<file path="src/rtl/systolic_matmul_n.sv">
// N x N output-stationary systolic matrix multiplier: C = A * B with run-time
// signed/unsigned operands and saturating or truncating OW-bit results.
module systolic_matmul_n #(
    parameter int N  = 3,
    parameter int DW = 8,
    parameter int OW = 8,
    parameter int AW = 2 * DW + $clog2(N)
) (
    input  logic                CLK,
    input  logic                RESET,
    input  logic                START,
    input  logic                SIGNED,
    input  logic                SAT,
    input  logic [N*N*DW-1:0]   A_IN,
    input  logic [N*N*DW-1:0]   B_IN,
    output logic                BUSY,
    output logic                DONE,
    output logic [N*N*OW-1:0]   C_OUT
);

    localparam int KW = $clog2(3 * N);
    localparam logic [KW-1:0] K_LAST = KW'(3 * N - 3);
    localparam logic [AW-1:0] U_MAX = {{(AW - OW){1'b0}}, {OW{1'b1}}};
    localparam logic [AW-1:0] S_MAX = {{(AW - OW + 1){1'b0}}, {(OW - 1){1'b1}}};
    localparam logic [AW-1:0] S_MIN = {{(AW - OW + 1){1'b1}}, {(OW - 1){1'b0}}};

    typedef enum logic [2:0] {
        ST_IDLE = 3'd0,
        ST_LOAD = 3'd1,
        ST_FEED = 3'd2,
        ST_OUT  = 3'd3,
        ST_DONE = 3'd4
    } state_t;

    state_t              state_r, state_next_s;
    logic [KW-1:0]       k_r;
    logic [N*N*DW-1:0]   a_lat_r, b_lat_r;
    logic                signed_r, sat_r;
    logic [DW-1:0]       a_pipe_r [N][N];
    logic [DW-1:0]       b_pipe_r [N][N];
    logic [DW-1:0]       a_in_s   [N][N];
    logic [DW-1:0]       b_in_s   [N][N];
    logic [AW-1:0]       acc_r    [N][N];
    logic [N*N*OW-1:0]   c_out_r;
    logic                busy_r, done_r;

    // Modulo-2^AW multiply-accumulate; the true sum always fits AW bits in the
    // selected interpretation, so wrap-around on intermediate terms is harmless.
    function automatic logic [AW-1:0] mac(input logic [AW-1:0] acc,
                                          input logic [DW-1:0] a,
                                          input logic [DW-1:0] b,
                                          input logic          sgn);
        logic signed [DW:0]     ea;
        logic signed [DW:0]     eb;
        logic signed [2*DW+1:0] prod;
        ea   = $signed({sgn & a[DW-1], a});
        eb   = $signed({sgn & b[DW-1], b});
        prod = ea * eb;
        return acc + AW'(prod);
    endfunction

    function automatic logic [OW-1:0] to_out(input logic [AW-1:0] acc,
                                             input logic          sgn,
                                             input logic          sat);
        logic [OW-1:0] res;
        if (!sat) begin
            res = acc[OW-1:0];
        end else if (sgn) begin
            if ($signed(acc) > $signed(S_MAX)) begin
                res = {1'b0, {(OW - 1){1'b1}}};
            end else if ($signed(acc) < $signed(S_MIN)) begin
                res = {1'b1, {(OW - 1){1'b0}}};
            end else begin
                res = acc[OW-1:0];
            end
        end else begin
            if (acc > U_MAX) begin
                res = {OW{1'b1}};
            end else begin
                res = acc[OW-1:0];
            end
        end
        return res;
    endfunction

    // Next-state logic
    always_comb begin
        state_next_s = state_r;
        case (state_r)
            ST_IDLE: state_next_s = START ? ST_LOAD : ST_IDLE;
            ST_LOAD: state_next_s = ST_FEED;
            ST_FEED: state_next_s = (k_r == K_LAST) ? ST_OUT : ST_FEED;
            ST_OUT:  state_next_s = ST_DONE;
            ST_DONE: state_next_s = START ? ST_LOAD : ST_IDLE;
            default: state_next_s = ST_IDLE;
        endcase
    end

    // State, skew counter and registered status outputs
    always_ff @(posedge CLK) begin
        if (RESET) begin
            state_r <= ST_IDLE;
            k_r     <= '0;
            busy_r  <= 1'b0;
            done_r  <= 1'b0;
        end else begin
            state_r <= state_next_s;
            k_r     <= (state_r == ST_FEED) ? k_r + KW'(1) : '0;
            busy_r  <= (state_next_s == ST_LOAD) || (state_next_s == ST_FEED) ||
                       (state_next_s == ST_OUT);
            done_r  <= (state_next_s == ST_DONE);
        end
    end

    // Operand and mode capture on an accepted START
    always_ff @(posedge CLK) begin
        if (RESET) begin
            a_lat_r  <= '0;
            b_lat_r  <= '0;
            signed_r <= 1'b0;
            sat_r    <= 1'b0;
        end else if (START && (state_r == ST_IDLE || state_r == ST_DONE)) begin
            a_lat_r  <= A_IN;
            b_lat_r  <= B_IN;
            signed_r <= SIGNED;
            sat_r    <= SAT;
        end else begin
            a_lat_r  <= a_lat_r;
            b_lat_r  <= b_lat_r;
            signed_r <= signed_r;
            sat_r    <= sat_r;
        end
    end

    // Skewed edge injection: row i lags by i cycles, column j by j cycles
    always_comb begin
        int m;
        m = 0;
        for (int i = 0; i < N; i++) begin
            m = int'(k_r) - i;
            if (m >= 0 && m < N) begin
                a_in_s[i][0] = a_lat_r[(i * N + m) * DW +: DW];
            end else begin
                a_in_s[i][0] = '0;
            end
            for (int j = 1; j < N; j++) begin
                a_in_s[i][j] = a_pipe_r[i][j-1];
            end
        end
        for (int j = 0; j < N; j++) begin
            m = int'(k_r) - j;
            if (m >= 0 && m < N) begin
                b_in_s[0][j] = b_lat_r[(m * N + j) * DW +: DW];
            end else begin
                b_in_s[0][j] = '0;
            end
            for (int i = 1; i < N; i++) begin
                b_in_s[i][j] = b_pipe_r[i-1][j];
            end
        end
    end

    // PE array: forward operands east/south and accumulate their product
    always_ff @(posedge CLK) begin
        for (int i = 0; i < N; i++) begin
            for (int j = 0; j < N; j++) begin
                if (RESET || state_r == ST_LOAD) begin
                    acc_r[i][j]    <= '0;
                    a_pipe_r[i][j] <= '0;
                    b_pipe_r[i][j] <= '0;
                end else if (state_r == ST_FEED) begin
                    acc_r[i][j]    <= mac(acc_r[i][j], a_in_s[i][j], b_in_s[i][j], signed_r);
                    a_pipe_r[i][j] <= a_in_s[i][j];
                    b_pipe_r[i][j] <= b_in_s[i][j];
                end else begin
                    acc_r[i][j]    <= acc_r[i][j];
                    a_pipe_r[i][j] <= a_pipe_r[i][j];
                    b_pipe_r[i][j] <= b_pipe_r[i][j];
                end
            end
        end
    end

    // Result conversion, held until the next operation reaches OUT
    always_ff @(posedge CLK) begin
        if (RESET) begin
            c_out_r <= '0;
        end else if (state_r == ST_OUT) begin
            for (int i = 0; i < N; i++) begin
                for (int j = 0; j < N; j++) begin
                    c_out_r[(i * N + j) * OW +: OW] <= to_out(acc_r[i][j], signed_r, sat_r);
                end
            end
        end else begin
            c_out_r <= c_out_r;
        end
    end

    assign BUSY  = busy_r;
    assign DONE  = done_r;
    assign C_OUT = c_out_r;

endmodule

</file>
<file path="config.mk">
export PLATFORM = sky130hd
export DESIGN_NAME = systolic_matmul_n
export DESIGN_NICKNAME = d
export VERILOG_FILES = /design/src/rtl/systolic_matmul_n.sv
export SDC_FILE = /design/constraint.sdc
export NUM_CORES = 2
export LEC_CHECK = 0
export BUFFER_PORTS_ARGS = -buffer_cell sky130_fd_sc_hd__buf_4
export CAP_MARGIN = 10
export CORE_MARGIN = 2
export CORE_UTILIZATION = 25
export CTS_CLUSTER_SIZE = 16
export DETAILED_ROUTE_END_ITERATION = 10
export GPL_TIMING_DRIVEN = 1
export PLACE_DENSITY = 0.43
export SLEW_MARGIN = 40
export SYNTH_ARGS = -nofsm -noshare
export SYNTH_HDL_FRONTEND = slang
export SYNTH_SLANG_ARGS = --single-unit
</file>
<file path="constraint.sdc">
create_clock -name CLK -period 8.7 [get_ports CLK]
set_input_delay 1.74 -clock CLK [delete_from_list [all_inputs] [get_ports CLK]]
set_output_delay 1.74 -clock CLK [all_outputs]
set_load 0.02 [all_outputs]
</file>
==> flow_summary_export.csv <==
group,metric,value,unit
global_route,antenna_found_initial,7,
detailed_routing,drt_iter0_drc,2329,
power_and_ir_drop,p_total,0.00840,W
power_and_ir_drop,max-vdd-ir-drop,0.000122,V
critical_path,ff2ff_setup_slack,0.39,ns
sta,finalHoldViolCount,0,
synth,synth-async-reset-ratio,0,%
synth,yosys_warnings,0,
power_and_ir_drop,swShare,35.5,%
synth,synth_seq_cells,485,
clocking,cts-root-buf,"clkbuf_16",
layout,multi_input_area,37400,um^2
global_route,grt_pass1_wl,245,mm
clocking,cts_hold_buf,0,
clocking,h-tree-depth,3,
synth,avgSynthCellArea,9.54,um^2
power_and_ir_drop,p_int,0.00542,W
global_route,first_global_vias,40400,
layout,area_growth,13.8,%
detailed_routing,wl_per_cell,18.0,um
synth,ys_top_cells_by_area,"fa_1 (28%), edfxtp_1 (14%), ha_1 (11%)",
critical_path,end_kind,"register",
status,outcome,"finished clean",
sta,finalCritPeriodShare,95.5,%
sta,final-setup-viol-count,0,
critical_path,critPathKind,"register to register",
synth,synth-seq-area-share,23.0,%
clocking,cts_tree,"done",
layout,layout.nets,7082,
floorplanning,rows,169,
critical_path,path_max_fanout,15,
floorplanning,die_y,467,um
sta,max_slew.worst_pin.slew,0.849,ns
detailed_routing,vias,38500,
critical_path,startpoint_type,"register",
global_route,grt_use_total,14.4,%
power_and_ir_drop,p_comb_share,29.0,%
min_path,worstHoldStart,"C_OUT[65]$_SDFFE_PP0P_",
placement,dpl.hpwl,123,mm
detailed_routing,drt_pre_antenna_iters,5,
synth,yosys.area.top_type_share,28.0,%
power_and_ir_drop,pwr_density_cell,138,nW/um^2
sta,max_slew_margin,41.9,%
clocking,cts_resized,0,
synth,yosysUniqueCellTypes,79,
floorplanning,initial_core_util,25.2,%
detailed_routing,viasPerCell,4.47,
power_and_ir_drop,power_switching,0.00298,W
layout,fillCellCount,22600,
detailed_routing,finalWirelength,155,mm
clocking,clk_path_buf_depth,3,
sta,worst_slack,0.393,ns
synth,syn_nets,6969,
floorplanning,die_x,467,um
sta,slew_viol_final,0,
clocking,postCtsSetupRepairBufs,0,
floorplanning,core-area,213000,um^2
critical_path,critPathBufInv,6,
clocking,path_clk_slew,0.06,ns
floorplanning,die_area,218000,um^2
critical_path,critPathSlowestCell,"fa_1",
floorplanning,ios,223,
placement,dpl_worst_slack,0.299,ns
global_route,overflow,0,
run,drv_cap,0,
layout,register_area,12300,um^2
synth,netlist_instances,5613,
detailed_routing,drc,0,
layout,drive_above_1_share,9.48,%
synth,synth_commonest_cells,"inv_1 (838), nand2_1 (828), fa_1 (748)",
critical_path,cp.required,9.10,ns
synth,syn_area,53500,um^2
detailed_routing,ant_nets,0,
sta,finClkSkew,0.0677,ns
power_and_ir_drop,leakage,26.8,nW
synth,synth_edf_count,258,
layout,final_util,28.7,%
sta,rsz0062_at_grt,"no",
critical_path,crit_top_cell,"a21o_1",
sta,setup_tns,0,ns
clocking,numCtsBuffers,69,
critical_path,cpPeakStageDelay,0.70,ns
clocking,cts.sinks,485,
placement,numPortBuffers,222,
min_path,min_path_cells,2,
synth,synth_flop_cell,"edfxtp_1",
critical_path,worst-path-stages,29,
critical_path,r2r_cells,29,
global_route,grt_max_degree,177,
sta,hold_ws,0.447,ns
clocking,worstSkewPairLatency,0.71,ns
sta,fin_crit,8.31,ns
power_and_ir_drop,power_frac_clock,36.2,%
power_and_ir_drop,power_frac_seq,34.8,%
min_path,hold_path_end,"C_OUT[65]$_SDFFE_PP0P_",
synth,synth.largest_area_cell,"fa_1",
critical_path,cp_top_family,"adder cells",
placement,place_congestion,0.838,
synth,yosysMostFrequentCell,"inv_1",
critical_path,rr_endpoint,"acc_r[0][17]$_SDFFCE_PN0P_",
critical_path,crit_arrival,8.71,ns
critical_path,r2r-start,"k_r[2]$_SDFF_PP0_",
sta,max_freq,120,MHz
min_path,hold_class,"register to register",
-- registers in the layout (all words and copies together), names as in the netlist --
register	flops
k_r	4
DONE	1
state_r	3
sat_r	1
acc_r	162
b_lat_r	72
a_pipe_r	48
signed_r	1
C_OUT	72
BUSY	1
b_pipe_r	48
a_lat_r	72
-- worst register-to-register path: cells and delay by family (launching register included) --
kind / cells / cell delay (ns)
AO/OA/AOI/OAI: 10 / 2.05
XOR/XNOR: 1 / 0.36
adder cells (fa/ha/maj): 9 / 3.94
buffers and inverters: 6 / 0.60
flip-flops: 1 / 0.46
AND/OR/NAND/NOR: 3 / 0.57
-- power by group through the flow --
stage	Combinational [W]	Sequential, W	Clock (W)
after floorplan	0.00190	0.00281	0
after global placement	0.00244	0.00298	0
after detailed placement	0.00246	0.00298	0
after CTS	0.00247	0.00293	0.00316
after global routing	0.00281	0.00296	0.00323
final	0.00243	0.00293	0.00304
-- final cells by class --
class / instances / area share [%]
Clock inverter: 41 / 0.898
Multi-Input combinational cell: 4057 / 61.3
Inverter: 840 / 5.18
Clock buffer: 86 / 3.08
Timing Repair Buffer: 273 / 3.50
Antenna cell: 4 / 0.0164
Sequential cell: 485 / 20.2
Tap cell: 2821 / 5.79
-- layer usage --
layer / global-route usage (%) / wire [um]
met1: 20.8 / 76200
met2: 22.6 / 68600
met3: 2.32 / 6930
met4: 3.20 / 3350
met5: 0 / 0
-- stage by stage --
| stage | cell area, um^2 | cells |
|---|---|---|
| after CTS | 60800 | 8602 |
| final | 60900 | 8607 |
| after global routing | 60900 | 8605 |
| after floorplan | 53500 | 5613 |
| after detailed placement | 58400 | 8475 |
| after global placement | 58300 | 8475 |
-- worst max path at each step --
stage	slack [ns]	startpoint	end
CTS	0.23	k_r[1]$_SDFF_PP0_	acc_r[0][34]$_SDFFCE_PN0P_
global placement	0.44	k_r[1]$_SDFF_PP0_	acc_r[0][34]$_SDFFCE_PN0P_
global route	0.001	k_r[2]$_SDFF_PP0_	acc_r[0][17]$_SDFFCE_PN0P_
floorplan	0.004	k_r[1]$_SDFF_PP0_	acc_r[0][33]$_SDFFCE_PN0P_
finish	0.39	k_r[2]$_SDFF_PP0_	acc_r[0][17]$_SDFFCE_PN0P_
detailed placement	0.30	k_r[1]$_SDFF_PP0_	acc_r[0][34]$_SDFFCE_PN0P_
-- cells in the final DEF (no fill, tap or decap), drive strengths merged, types with 18 or more instances in the layout --
cell type    n
nor2b       19
nor3        80
edfxtp     258
clkinv      23
clkbuf      86
a21o        53
xor2        59
and2       307
o21a        27
nand2      828
mux2i       34
xnor2      138
ha         459
fa         748
a21oi      320
nor4        19
mux4        64
or2         40
nand4       23
a211oi      39
o21ai       67
nor2       353
a31oi       18
and3        44
dfxtp      227
or3         71
o211ai      21
nand2b      34
buf        273
inv        846
nand3       59
-- cells by family (layout without fill, tap and decap cells) --
kind of cell               count (synthesis)  in the layout  synth area share, %
buffers and inverters                   1071           1240                 7.58
DFF                                      485            485                 23.0
adders and majority gates               1207           1207                 38.7
AOI/OAI and AO/OA                        633            633                 7.23
xor gates and xnor gates                 197            197                 3.31
and+or+nand+nor                         1909           1909                 16.6
muxes                                    111            111                 3.61
other                                      0              4                    0
Power figures use the tool's default switching activity.
